--- src/rtl/bufg_gt_pkg.sv ---
`default_nettype none
// ============================================================================
//  Module      : bufg_gt_pkg
//  Description : Shared constants, state encoding and helpers for the
//                BUFG_GT sequencing logic and its BUFG_GT-side wrappers.
//                Contents: default depths/timings, FSM state encoding,
//                counter width helper.
//  Revision    : 1.0 - initial release
// ============================================================================
package bufg_gt_pkg;

   // Parameter defaults
   localparam int unsigned c_SYNC_STAGES_DEF = 2;
   localparam int unsigned c_CLR_HOLD_DEF    = 4;
   localparam int unsigned c_CE_SETTLE_DEF   = 2;

   // State encoding
   localparam logic [1:0] c_ST_CLEAR  = 2'b00;
   localparam logic [1:0] c_ST_SETTLE = 2'b01;
   localparam logic [1:0] c_ST_RUN    = 2'b10;

   typedef enum logic [1:0] {
      ST_CLEAR  = c_ST_CLEAR,
      ST_SETTLE = c_ST_SETTLE,
      ST_RUN    = c_ST_RUN
   } sync_state_e;

   // Width of a counter that must hold values up to max(a, b) inclusive.
   function automatic int unsigned cnt_width(input int unsigned a, input int unsigned b);
      int unsigned m;
      m = (a > b) ? a : b;
      return (m < 1) ? 1 : $clog2(m + 1);
   endfunction

endpackage : bufg_gt_pkg
`default_nettype wire

--- src/rtl/bufg_gt_sync_sync_bit.sv ---
`default_nettype none
// ============================================================================
//  Module      : sync_bit
//  Description : Multi-flop synchronizer for one asynchronous bit.
//  Ports       : CLK  - destination clock
//                RST  - synchronous active-high clear of the chain
//                D    - asynchronous input bit
//                Q    - synchronized output (last flop of the chain)
//  Revision    : 1.0 - initial release
// ============================================================================
module sync_bit #(
   parameter int unsigned STAGES = 2
) (
   input  logic CLK,
   input  logic RST,
   input  logic D,
   output logic Q
);

   logic [STAGES-1:0] sync_q;
   logic [STAGES-1:0] sync_d;

   always_comb begin
      sync_d = {sync_q[STAGES-2:0], D};
   end

   always_ff @(posedge CLK) begin
      if (RST) begin
         sync_q <= '0;
      end else begin
         sync_q <= sync_d;
      end
   end

   assign Q = sync_q[STAGES-1];

endmodule : sync_bit
`default_nettype wire

--- src/rtl/bufg_gt_sync.sv ---
`default_nettype none
// ============================================================================
//  Module      : bufg_gt_sync
//  Description : Sequences CE/CLR/DIV for a downstream BUFG_GT. Any clear
//                request or divide-code change forces a CLEAR (CLRSYNC high
//                for at least CLR_HOLD cycles), then a SETTLE window with CE
//                held low, then RUN where CE passes through synchronized.
//  Ports       : CLK     - clock
//                RST     - synchronous active-high reset
//                CE      - async clock-enable request
//                CLR     - async clear request (active-high)
//                DIV_IN  - requested divide code (quasi-static, sync to CLK)
//                CESYNC  - registered CE for BUFG_GT
//                CLRSYNC - registered clear for BUFG_GT
//                DIV_OUT - applied divide code for BUFG_GT
//                BUSY    - high whenever not in RUN
//  Revision    : 1.0 - initial release
// ============================================================================
module bufg_gt_sync
   import bufg_gt_pkg::*;
#(
   parameter int unsigned SYNC_STAGES = c_SYNC_STAGES_DEF,  // 2..4
   parameter int unsigned CLR_HOLD    = c_CLR_HOLD_DEF,     // >= 1
   parameter int unsigned CE_SETTLE   = c_CE_SETTLE_DEF     // >= 1
) (
   input  logic       CLK,
   input  logic       RST,
   input  logic       CE,
   input  logic       CLR,
   input  logic [2:0] DIV_IN,
   output logic       CESYNC,
   output logic       CLRSYNC,
   output logic [2:0] DIV_OUT,
   output logic       BUSY
);

   localparam int unsigned      CNT_W         = cnt_width(CLR_HOLD, CE_SETTLE);
   localparam logic [CNT_W-1:0] c_HOLD_MAX    = CNT_W'(CLR_HOLD);
   localparam logic [CNT_W-1:0] c_HOLD_LAST   = CNT_W'(CLR_HOLD - 1);
   localparam logic [CNT_W-1:0] c_SETTLE_LAST = CNT_W'(CE_SETTLE - 1);

   logic ce_s;
   logic clr_s;

   sync_bit #(.STAGES(SYNC_STAGES)) u_sync_ce (
      .CLK (CLK),
      .RST (RST),
      .D   (CE),
      .Q   (ce_s)
   );

   sync_bit #(.STAGES(SYNC_STAGES)) u_sync_clr (
      .CLK (CLK),
      .RST (RST),
      .D   (CLR),
      .Q   (clr_s)
   );

   sync_state_e      state_q,   state_d;
   logic [CNT_W-1:0] cnt_q,     cnt_d;
   logic [2:0]       div_out_q, div_out_d;
   logic             cesync_q,  cesync_d;
   logic             clrsync_q, clrsync_d;
   logic             busy_q,    busy_d;

   always_comb begin
      state_d   = state_q;
      cnt_d     = cnt_q;
      div_out_d = div_out_q;

      case (state_q)
         ST_CLEAR: begin
            // Counter saturates so a long CLR hold cannot wrap it.
            if (cnt_q != c_HOLD_MAX) begin
               cnt_d = cnt_q + CNT_W'(1);
            end
            // Leave once the minimum hold is met and no clear is pending;
            // the divide code is latched only here.
            if ((cnt_q >= c_HOLD_LAST) && !clr_s) begin
               state_d   = ST_SETTLE;
               cnt_d     = '0;
               div_out_d = DIV_IN;
            end
         end
         ST_SETTLE: begin
            if (clr_s) begin
               state_d = ST_CLEAR;
               cnt_d   = '0;
            end else if (cnt_q >= c_SETTLE_LAST) begin
               state_d = ST_RUN;
               cnt_d   = '0;
            end else begin
               cnt_d = cnt_q + CNT_W'(1);
            end
         end
         ST_RUN: begin
            // Clear request and divide change share one path: a single
            // CLEAR entry whichever fires.
            if (clr_s || (DIV_IN != div_out_q)) begin
               state_d = ST_CLEAR;
               cnt_d   = '0;
            end
         end
         default: begin
            state_d = ST_CLEAR;
            cnt_d   = '0;
         end
      endcase

      // Outputs follow the next state so they change on the transition edge.
      clrsync_d = (state_d == ST_CLEAR);
      busy_d    = (state_d != ST_RUN);
      // CE passes only while remaining in RUN; the entry edge keeps it low.
      cesync_d  = (state_q == ST_RUN) && (state_d == ST_RUN) && ce_s;
   end

   always_ff @(posedge CLK) begin
      if (RST) begin
         state_q   <= ST_CLEAR;
         cnt_q     <= '0;
         div_out_q <= 3'b000;
         cesync_q  <= 1'b0;
         clrsync_q <= 1'b1;
         busy_q    <= 1'b1;
      end else begin
         state_q   <= state_d;
         cnt_q     <= cnt_d;
         div_out_q <= div_out_d;
         cesync_q  <= cesync_d;
         clrsync_q <= clrsync_d;
         busy_q    <= busy_d;
      end
   end

   assign CESYNC  = cesync_q;
   assign CLRSYNC = clrsync_q;
   assign DIV_OUT = div_out_q;
   assign BUSY    = busy_q;

endmodule : bufg_gt_sync
`default_nettype wire

--- config.mk ---
export PLATFORM = sky130hd
export DESIGN_NAME = bufg_gt_sync
export DESIGN_NICKNAME = d
export VERILOG_FILES = /design/src/rtl/bufg_gt_pkg.sv /design/src/rtl/bufg_gt_sync_sync_bit.sv /design/src/rtl/bufg_gt_sync.sv
export SDC_FILE = /design/constraint.sdc
export NUM_CORES = 1
export LEC_CHECK = 0
export CORE_MARGIN = 2
export CORE_UTILIZATION = 45
export CTS_BUF_LIST = sky130_fd_sc_hd__clkbuf_4 sky130_fd_sc_hd__clkbuf_8
export DETAILED_ROUTE_END_ITERATION = 10
export PLACE_DENSITY = 0.71
export SKIP_LAST_GASP = 1
export SYNTH_ARGS = -nofsm -noshare
export SYNTH_HDL_FRONTEND = slang
export SYNTH_SLANG_ARGS = --single-unit
export TNS_END_PERCENT = 1
--- constraint.sdc ---
create_clock -name CLK -period 1.7 [get_ports CLK]
set_input_delay 0.51 -clock CLK [delete_from_list [all_inputs] [get_ports CLK]]
set_output_delay 0.51 -clock CLK [all_outputs]
set_load 0.03 [all_outputs]
==> qor.txt, run 1 <==
outcome: finished with violations
failing checks: setup timing
H-tree lvl count: 1
vias in the first global route: 452
worst hold-check slack: 446 ps
cells after synthesis: 64
Site Rows: 13
largest fanout on the critical path: 3
Net count, final: 94
slowest library cell on the worst path: clkdlybuf4s50_1
DRC Markers: 0
total routed wirelength: 1060 um
arrival time at the worst endpoint: 1310 ps
first-pass detailed-route iteration total: 4
cell count after placement: 93
number of clock sinks: 15
total cell area at the placement stage: 800 um2
destination of the worst hold path: u_sync_ce.sync_q[1]$_SDFF_PP0_
peak clock frequency supported by timing: 549 MHz
Post-Syn Area per Cell: 10.0 um2
Cell Pwr Density: 1430 mW/mm2
buffer and inverter count on the worst path: 1
Relative slew margins: 66.9%
wire length of the first global-routing pass: 1900 um
hold path start: u_sync_ce.sync_q[0]$_SDFF_PP0_
Worst Reg-to-Reg Cells: 6
routed wirelength normalized by instance count: 10.9 um
net switching power: 412 uW
min Tclk post-route: 1820 ps
Period Utilization, post-route: 107%
reg-to-reg critical path endpoint: cnt_q[2]$_SDFFE_PP0P_
cell taking the most area after synthesis: dfxtp_1
power share of the sequential group: 41.0%
gate family responsible for the most delay along the worst path: buffers and inverters
worst-path cell chain: clkdlybuf4s50_1
clk slew on worst S/H paths: 90 ps
portion of total power attributed to combinational logic: 40.9%
post-synthesis net count: 75
unrepaired setup endpoints after global routing: true
cell count of the worst hold path: 1
Setup Skew: 4.89 ps
crit end category: output port
CTS Buffer Depth: 2
number of antenna violations at the first check in global routing: 0
detailed-route vias per instance: 5.16
total setup buffers inserted after CTS: 0
DIE AREA: 0.00174 mm2
final-layout fill cell count: 123
total global routing track utilization: 14.4%
CP startpoint kind: flip-flop
DRC marker count from the first detailed-route iteration: 9
GP Congestion: 0.708
switching share of total power: 34.6%
growth of design area from synthesis to finish: 29.4%
largest net degree at the start of global routing: 11
cell area after technology mapping: 642 um2
remaining antenna violation count: 0
final global-route overflow total: 0
placeable core area: 0.00132 mm2
part of the total power dissipated in the clock network: 18.1%
reg-to-reg startpoint: cnt_q[0]$_SDFFE_PP0P_
internal power: 780 uW
Max Cap Viol: 0
stage delay of the slowest cell on the critical path: 680 ps
class of the tightest hold or removal check: reg -> reg
post-synthesis register bit count: 15
total of warnings raised by yosys: 0
number of unique standard cell types used by synthesis: 26
final number of max-transition violations: 0
Initial Utilization: 48.7%
Data required, critical path: 1190 ps
register area share after synthesis: 46.8%
Die Span Y: 41.8 um
Final Instance Area: 831 um2
input/output buffers: 12
Yosys top cell area share: 46.8%
largest vdd supply drop: 687 uV
static leakage power: 0.340 nW
Setup CP Type: reg -> out
Skew-Pair Late Insertion Delay: 280 ps
number of standard cells in the final layout excluding fillers: 97
Die W: 41.8 um
diode insertion count for antenna repair: 0
CTS tree: built
vias after detailed routing: 501
I/O pin total: 13
leading cell types by total area after synthesis: dfxtp_1 47%, ha_1 7.8%, mux2i_1 4.7%, nor2_1 4.1%, xnor2_1 4.1%
CTS Hold Bufs: 0
TritonCTS Buffers: 3
fraction of final layout cells with drive strength greater than 1: 11.0%
Worst Max-Slew Pin Slew: 492 ps
slack of the critical path: -122 ps
number of setup violations in the final report: 5
number of failing hold endpoints at the final stage: 0
HPWL after detailed placement: 828 um
Clock Root Buffer: clkbuf_4
FF-to-FF setup slack: -20 ps
==> kinds of logic (layout without fill, tap and decap cells) <==
group	after synthesis	count (layout)	synth area share [%]
xor gates and xnor gates	3	3	4.09
AOI/OAI and AO/OA	11	11	11.1
and+or+nand+nor	22	22	22.0
DFF	15	15	46.8
muxes	3	3	4.68
adders and majority gates	4	4	7.80
buffers and inverters	6	24	3.51
==> Yosys cell counts <==
library cell,n
a211oi_1,1
a21oi_1,2
and4_1,1
nand2b_1,2
and2_1,1
or3_1,1
o21ai_1,1
o21ai_0,2
o32ai_1,2
a21boi_1,1
clkbuf_1,1
or4_4,1
ha_1,4
nor2_1,7
nor4_2,1
dfxtp_1,15
mux2i_1,3
nand4_1,1
inv_1,5
o21a_1,1
nand4b_1,1
and4b_1,1
nor2b_1,4
xnor2_1,3
o22ai_1,1
nor3b_1,1
==> metal layers <==
| metal | global-route usage, % | wire length (um) | vias up | part of all wire [%] |
|---|---|---|---|---|
| met3 | 5.22 | 48 | 2 | 4.5 |
| met2 | 21.3 | 470 | 12 | 44 |
| met1 | 18.1 | 528 | 226 | 50 |
| met4 | 7.74 | 12 | 0 | 1.1 |
| li1 | - | - | 261 | - |
| met5 | 0 | 0 | - | 0 |
==> registers in the layout, indices dropped and copies added, names as in the netlist <==
| name | cells |
|---|---|
| BUSY | 1 |
| CESYNC | 1 |
| CLRSYNC | 1 |
| DIV_OUT | 3 |
| cnt_q | 3 |
| state_q | 2 |
| u_sync_ce.sync_q | 2 |
| u_sync_clr.sync_q | 2 |
==> through the flow <==
step	TNS (ps)	total power [mW]	utilization, %	setup slack [ps]
2_1_floorplan	0	0.822	-	186
3_3_place_gp	-428	0.982	60.7	-121
3_5_place_dp	-524	0.989	60.7	-155
4_1_cts	-540	1.21	62.9	-156
5_1_grt	-728	1.28	63.1	-186
6_report	-294	1.19	63.1	-122
==> power by group through the flow <==
stage	clock, mW	sequential, mW	combinational (mW)
after floorplan	0	0.544	0.278
after global placement	0	0.495	0.487
after detailed placement	0	0.497	0.492
after CTS	0.228	0.490	0.490
after global routing	0.244	0.497	0.543
final	0.216	0.489	0.487
==> timing repair <==
| action | CTS | global route |
|---|---|---|
| hold endpoints to repair | 0 | 0 |
| resized for setup | 1 | 1 |
| endpoints found under the setup margin | 7 | 8 |
==> final cells by class <==
class / count / area (um2) / area share, %
repair buffers: 15 / 144 / 17.3
clock buffers: 4 / 30.0 / 3.61
inverters: 5 / 18.8 / 2.26
flip-flops and latches: 15 / 300 / 36.1
multi-input cells: 43 / 319 / 38.4
well taps: 15 / 18.8 / 2.26
==> layout by cell type (no fill, tap or decap), types with 2 or more instances in the layout <==
cell | netlist | final
mux2i_1 | 3 | 3
buf_4 | 0 | 3
o21ai_0 | 2 | 2
nand2b_1 | 2 | 2
inv_1 | 5 | 5
xnor2_1 | 3 | 3
clkbuf_4 | 0 | 4
o32ai_1 | 2 | 2
nor2b_1 | 4 | 4
nor2_1 | 7 | 7
a21oi_1 | 2 | 2
ha_1 | 4 | 4
clkdlybuf4s50_1 | 0 | 10
dfxtp_1 | 15 | 15
==> how the worst max path moves through the flow <==
| stage | from | slack, ps | depth (start not counted) | end |
|---|---|---|---|---|
| after global routing | DIV_OUT[1]$_SDFFE_PP0P_ | -190 | 1 | DIV_OUT[1] |
| after global placement | DIV_IN[1] | -120 | 5 | cnt_q[2]$_SDFFE_PP0P_ |
| after floorplan | cnt_q[0]$_SDFFE_PP0P_ | 190 | 6 | cnt_q[0]$_SDFFE_PP0P_ |
| after CTS | DIV_OUT[2]$_SDFFE_PP0P_ | -160 | 1 | DIV_OUT[2] |
| final | DIV_OUT[1]$_SDFFE_PP0P_ | -120 | 1 | DIV_OUT[1] |
| after detailed placement | DIV_IN[1] | -150 | 5 | cnt_q[2]$_SDFFE_PP0P_ |
Note: power is estimated with default switching activity, not from simulation.
==> run 2, diff against run 1 <==
--- a/config.mk
+++ b/config.mk
@@ -9,7 +9,7 @@
 export CORE_UTILIZATION = 45
 export CTS_BUF_LIST = sky130_fd_sc_hd__clkbuf_4 sky130_fd_sc_hd__clkbuf_8
 export DETAILED_ROUTE_END_ITERATION = 10
-export PLACE_DENSITY = 0.71
+export DONT_BUFFER_PORTS = 1
 export SKIP_LAST_GASP = 1
 export SYNTH_ARGS = -nofsm -noshare
 export SYNTH_HDL_FRONTEND = slang
==> run 2 against run 1 <==
Net effect:
- the run now ends clean
- final cell count shrank 12%
- clock skew fell by 3.2 ps
- die area stayed put
- register-to-register slack better by 70 ps
- core utilization decreased by 8.9 points
- via count shrank 7.4%
- routed wire length up 5.2%
- count of clock-buffer cells in the layout shrank 1
- critical endpoint is now cnt_q[0]$_SDFFE_PP0P_
- largest power group unchanged
==> qor.txt, run 2 (synthesized netlist as in run 1, its figures left out) <==
outcome: complete, no violations (was finished with violations)
Clock Root Buffer: clkbuf_4 (unchanged)
number of antenna violations at the first check in global routing: 0 (unchanged)
number of standard cells in the final layout excluding fillers: 85 (was 97)
DRC marker count from the first detailed-route iteration: 12 (was 9)
post-route core utilization: 54.1% (was 63.1%)
Site Rows: 13 (unchanged)
CP startpoint kind: flip-flop (unchanged)
stage delay of the slowest cell on the critical path: 430 ps (was 680 ps)
Data required, critical path: 1910 ps (was 1190 ps)
gate family responsible for the most delay along the worst path: simple AND/OR/NAND/NOR gates (was buffers and inverters)
unrepaired setup endpoints after global routing: true (unchanged)
largest vdd supply drop: 881 uV (was 687 uV)
Initial Utilization: 48.7% (unchanged)
CTS tree: built (unchanged)
TritonCTS Buffers: 3 (unchanged)
total routed wirelength: 1120 um (was 1060 um)
number of setup violations in the final report: 0 (was 5)
peak clock frequency supported by timing: 606 MHz (was 549 MHz)
HPWL after detailed placement: 783 um (was 828 um)
most common library cell in the layout ignoring fill and taps: dfxtp_1 (unchanged)
wire length of the first global-routing pass: 1700 um (was 1900 um)
Worst Max-Slew Pin Slew: 490 ps (was 492 ps)
arrival time at the worst endpoint: 1860 ps (was 1310 ps)
fraction of final layout cells with drive strength greater than 1: 15.7% (was 11.0%)
Setup Skew: 1.70 ps (was 4.89 ps)
Period Utilization, post-route: 97.0% (was 107%)
first-pass detailed-route iteration total: 4 (unchanged)
leading cell types in the layout, fill and taps excluded: 14 x dfxtp_1, 7 x nor2_1, 5 x inv_1 (was 15 x dfxtp_1, 10 x clkdlybuf4s50_1, 7 x nor2_1)
largest net degree at the start of global routing: 14 (was 11)
class of the tightest hold or removal check: in -> reg (was reg -> reg)
routed wirelength normalized by instance count: 13.1 um (was 10.9 um)
largest fanout on the critical path: 4 (was 3)
total setup buffers inserted after CTS: 0 (unchanged)
min Tclk post-route: 1650 ps (was 1820 ps)
number of clock sinks: 15 (unchanged)
growth of design area from synthesis to finish: 11.1% (was 29.4%)
detailed-route vias per instance: 5.46 (was 5.16)
total global routing track utilization: 12.8% (was 14.4%)
DIE AREA: 0.00174 mm2 (unchanged)
buffer and inverter count on the worst path: 1 (unchanged)
Die W: 41.8 um (unchanged)
I/O pin total: 13 (unchanged)
Cell Pwr Density: 1580 mW/mm2 (was 1430 mW/mm2)
CTS Buffer Depth: 2 (unchanged)
Skew-Pair Late Insertion Delay: 280 ps (about the same)
vias in the first global route: 399 (was 452)
crit end category: flip-flop (was output port)
Max Cap Viol: 0 (unchanged)
vias after detailed routing: 464 (was 501)
DRC Markers: 0 (unchanged)
slowest library cell on the worst path: or4_4 (was clkdlybuf4s50_1)
Total Power: 1.12 mW (was 1.19 mW)
input/output buffers: 0 (was 12)
final global-route overflow total: 0 (unchanged)
number of failing hold endpoints at the final stage: 0 (unchanged)
H-tree lvl count: 1 (unchanged)
CTS Hold Bufs: 0 (unchanged)
number of gates given a new drive strength after cts: 0 (was 1)
static leakage power: 0.275 nW (was 0.340 nW)
GP Congestion: 0.740 (was 0.708)
placeable core area: 0.00132 mm2 (unchanged)
clk slew on worst S/H paths: 90 ps (about the same)
Net count, final: 82 (was 94)
final number of max-transition violations: 0 (unchanged)
Die Span Y: 41.8 um (unchanged)
Relative slew margins: 67.1% (was 66.9%)
worst-path cell chain: inv_1 > ha_1 > or4_4 > o21ai_1 > nand4_1 > o22ai_1 (was clkdlybuf4s50_1)
cell count after placement: 81 (was 93)
final-layout fill cell count: 121 (was 123)
diode insertion count for antenna repair: 0 (unchanged)
remaining antenna violation count: 0 (unchanged)
Setup CP Type: reg -> reg (was reg -> out)
run 2: changes by cell type in the layout (fill, tap and decap cells not counted):
cell,change
clkdlybuf4s50_1,-10
a211oi_2,+1
clkbuf_4,-1
dfxtp_2,+1
dlymetal6s2s_1,-1
clkinv_2,+1
dfxtp_1,-1
a211oi_1,-1
dlygate4sd2_1,-1
run 2: worst reg2reg max path, delay by kind of cell, from the launching register on:
| family | cells | cell delay [ps] |
|---|---|---|
| AOI/OAI and AO/OA | 2 | 350 |
| adders and majority gates | 1 | 180 |
| buffers and inverters | 1 | 80 |
| DFF | 1 | 370 |
| and+or+nand+nor | 2 | 600 |
run 2: final cells by class:
| cell class | count | area (um2) | area share [%] |
|---|---|---|---|
| Clock buffer | 3 | 22.5 | 3.16 |
| Tap cell | 15 | 18.8 | 2.63 |
| Inverter | 5 | 18.8 | 2.63 |
| Timing Repair Buffer | 3 | 22.5 | 3.16 |
| Clock inverter | 1 | 5.00 | 0.702 |
| Multi-Input combinational cell | 43 | 324 | 45.4 |
| Sequential cell | 15 | 302 | 42.3 |
run 2: routing by layer:
metal / part of all wire (%) / vias to the layer above / track usage, %
li1: - / 234 / -
met1: 47 / 209 / 16.0
met2: 45 / 17 / 18.8
met3: 5.3 / 4 / 3.04
met4: 3.0 / 0 / 9.68
met5: 0 / - / 0
run 2: power breakdown:
| part | leakage [nW] | switching [mW] | internal (mW) |
|---|---|---|---|
| Sequential | 0.123 | 0.0994 | 0.426 |
| Combinational | 0.134 | 0.199 | 0.195 |
| Clock | 0.0177 | 0.117 | 0.0874 |
| Total | 0.275 | 0.415 | 0.709 |
run 2: path summary, 6_finish.rpt:
path / startpoint / endpoint / slack [ps] / cells after the start
worst max-delay path: cnt_q[1]$_SDFFE_PP0P_ / cnt_q[0]$_SDFFE_PP0P_ / 50 / 6
worst min-delay path: RST / u_sync_ce.sync_q[1]$_SDFF_PP0_ / 280 / 1
worst max register to register: cnt_q[1]$_SDFFE_PP0P_ / cnt_q[0]$_SDFFE_PP0P_ / 50 / 6
worst min register to register: u_sync_clr.sync_q[0]$_SDFF_PP0_ / u_sync_clr.sync_q[1]$_SDFF_PP0_ / 440 / 1
run 2: metrics by stage:
stage | worst slack (ps) | TNS [ps] | instance area, um2 | hold WS [ps]
after global placement | 68.5 | 0 | 679 | 418
after CTS | 17.7 | 0 | 707 | 275
final | 50.6 | 0 | 713 | 284
after detailed placement | 36.7 | 0 | 679 | 426
after floorplan | 186 | 0 | 642 | 414
after global routing | -56.2 | -204 | 713 | 274
==> run 3, diff against run 2 <==
--- a/config.mk
+++ b/config.mk
@@ -5,11 +5,14 @@
 export SDC_FILE = /design/constraint.sdc
 export NUM_CORES = 1
 export LEC_CHECK = 0
+export CELL_PAD_IN_SITES_DETAIL_PLACEMENT = 0
+export CELL_PAD_IN_SITES_GLOBAL_PLACEMENT = 1
 export CORE_MARGIN = 2
 export CORE_UTILIZATION = 45
 export CTS_BUF_LIST = sky130_fd_sc_hd__clkbuf_4 sky130_fd_sc_hd__clkbuf_8
 export DETAILED_ROUTE_END_ITERATION = 10
 export DONT_BUFFER_PORTS = 1
+export PLACE_DENSITY_LB_ADDON = 0.1
 export SKIP_LAST_GASP = 1
 export SYNTH_ARGS = -nofsm -noshare
 export SYNTH_HDL_FRONTEND = slang
==> run 3 against run 2 <==
Net effect:
- clock power about the same
- core utilization is 5.0 points higher
- critical path type unchanged
- final cell count is 5.9% higher
- critical endpoint unchanged
- largest cell class unchanged
- first-iteration DRC count increased by 17%
==> qor.txt, run 3 (synthesized netlist as in run 1, its figures left out) <==
Period Utilization, post-route: 96.2% (was 97.0%)
crit end category: flip-flop (unchanged)
DRC Markers: 0 (unchanged)
final number of max-transition violations: 0 (unchanged)
Post-Route Setup TNS: 0 ps (unchanged)
placeable core area: 0.00132 mm2 (unchanged)
Relative slew margins: 64.9% (was 67.1%)
CTS Buffer Depth: 2 (unchanged)
input/output buffers: 0 (unchanged)
Register Area: 308 um2 (was 302 um2)
worst hold-check slack: 284 ps (about the same)
arrival time at the worst endpoint: 1840 ps (was 1860 ps)
Clock Root Buffer: clkbuf_4 (unchanged)
Net count, final: 87 (was 82)
GP Congestion: 0.694 (was 0.740)
Setup CP Type: reg -> reg (unchanged)
hold path start: RST (unchanged)
wire length of the first global-routing pass: 1960 um (was 1700 um)
leading cell types in the layout, fill and taps excluded: 13 x dfxtp_1, 8 x buf_4, 7 x nor2_1 (was 14 x dfxtp_1, 7 x nor2_1, 5 x inv_1)
outcome: complete, no violations (unchanged)
largest net degree at the start of global routing: 14 (unchanged)
CP startpoint: cnt_q[1]$_SDFFE_PP0P_ (unchanged)
total routed wirelength: 1210 um (was 1120 um)
number of clock sinks: 15 (unchanged)
Setup Skew: 3.70 ps (was 1.70 ps)
growth of design area from synthesis to finish: 21.4% (was 11.1%)
final-layout fill cell count: 121 (unchanged)
DRC marker count from the first detailed-route iteration: 14 (was 12)
Die W: 41.8 um (unchanged)
static leakage power: 0.306 nW (was 0.275 nW)
slowest library cell on the worst path: or4_4 (unchanged)
gate family responsible for the most delay along the worst path: simple AND/OR/NAND/NOR gates (unchanged)
reg-to-reg critical path endpoint: cnt_q[0]$_SDFFE_PP0P_ (unchanged)
Initial Utilization: 48.7% (unchanged)
largest fanout on the critical path: 3 (was 4)
destination of the worst hold path: u_sync_clr.sync_q[1]$_SDFF_PP0_ (was u_sync_ce.sync_q[1]$_SDFF_PP0_)
TritonCTS Buffers: 3 (unchanged)
routed wirelength normalized by instance count: 13.4 um (was 13.1 um)
FF-to-FF setup slack: 70 ps (was 50 ps)
CTS Hold Bufs: 0 (unchanged)
number of setup violations in the final report: 0 (unchanged)
H-tree lvl count: 1 (unchanged)
Data required, critical path: 1900 ps (was 1910 ps)
cell count of the worst hold path: 1 (unchanged)
Max Cap Viol: 0 (unchanged)
final global-route overflow total: 0 (unchanged)
Worst Max-Slew Pin Slew: 522 ps (was 490 ps)
vias in the first global route: 486 (was 399)
remaining antenna violation count: 0 (unchanged)
worst-path cell chain: inv_1 > ha_1 > or4_4 > o21ai_2 > nand4_1 > o22ai_2 (was inv_1 > ha_1 > or4_4 > o21ai_1 > nand4_1 > o22ai_1)
CP startpoint kind: flip-flop (unchanged)
Cell Pwr Density: 1620 mW/mm2 (was 1580 mW/mm2)
number of standard cells in the final layout excluding fillers: 90 (was 85)
Worst path depth: 6 (unchanged)
most common library cell in the layout ignoring fill and taps: dfxtp_1 (unchanged)
CTS tree: built (unchanged)
largest vdd supply drop: 970 uV (was 881 uV)
buffer and inverter count on the worst path: 1 (unchanged)
combined area of the multi-input logic cells: 344 um2 (was 324 um2)
DIE AREA: 0.00174 mm2 (unchanged)
first-pass detailed-route iteration total: 4 (unchanged)
stage delay of the slowest cell on the critical path: 430 ps (about the same)
detailed-route vias per instance: 5.59 (was 5.46)
vias after detailed routing: 503 (was 464)
peak clock frequency supported by timing: 612 MHz (was 606 MHz)
reg-to-reg startpoint: cnt_q[1]$_SDFFE_PP0P_ (unchanged)
Worst Reg-to-Reg Cells: 6 (unchanged)
cell count after placement: 82 (was 81)
number of antenna violations at the first check in global routing: 0 (unchanged)
I/O pin total: 13 (unchanged)
number of failing hold endpoints at the final stage: 0 (unchanged)
fraction of final layout cells with drive strength greater than 1: 28.0% (was 15.7%)
clk slew on worst S/H paths: 90 ps (about the same)
Skew-Pair Late Insertion Delay: 280 ps (about the same)
class of the tightest hold or removal check: in -> reg (unchanged)
total global routing track utilization: 14.8% (was 12.8%)
Die Span Y: 41.8 um (unchanged)
HPWL after detailed placement: 864 um (was 783 um)
diode insertion count for antenna repair: 0 (unchanged)
Site Rows: 13 (unchanged)
min Tclk post-route: 1630 ps (was 1650 ps)
run 3: what timing repair did:
item | in CTS | in global routing
endpoints found under the setup margin | 3 | 6
buffers inserted | 0 | 4
pin swaps | 0 | 3
resized for setup | 3 | 6
run 3: layer usage:
metal	part of all wire (%)	vias up	track usage, %
met3	6.8	0	5.22
met1	44	236	19.1
li1	-	244	-
met2	49	23	22.5
met4	0	0	5.81
met5	0	-	0
run 3: worst max-delay path by stage:
stage | endpoint | slack, ps
floorplan | cnt_q[0]$_SDFFE_PP0P_ | 190
global placement | cnt_q[0]$_SDFFE_PP0P_ | -40
detailed placement | cnt_q[0]$_SDFFE_PP0P_ | -70
CTS | cnt_q[0]$_SDFFE_PP0P_ | 9
global route | cnt_q[0]$_SDFFE_PP0P_ | -10
finish | cnt_q[0]$_SDFFE_PP0P_ | 70
run 3: where the power goes:
part           internal (mW)  switching, mW  total, mW  leakage, nW
clock                 0.0892          0.114      0.203       0.0139
combinational          0.286          0.246      0.532        0.168
sequential             0.439         0.0909      0.530        0.124
total                  0.814          0.451       1.27        0.306
run 3: area by class of cell:
| type | instances | area share (%) |
|---|---|---|
| sequential | 15 | 39.5 |
| inverter | 5 | 2.41 |
| timing repair buffer | 8 | 7.70 |
| clock inverter | 1 | 0.963 |
| clock buffer | 3 | 2.89 |
| multi-input combinational | 43 | 44.1 |
| tap | 15 | 2.41 |
run 3: per-stage QoR:
step / power (mW) / area [um2] / util (%) / setup slack (ps)
after CTS: 1.18 / 731 / 55.5 / 8.94
after global routing: 1.36 / 779 / 59.2 / -14.8
after detailed placement: 0.935 / 687 / 52.1 / -69.0
after global placement: 0.919 / 687 / 52.1 / -35.3
after floorplan: 0.822 / 642 / - / 186
final: 1.27 / 779 / 59.2 / 65.3
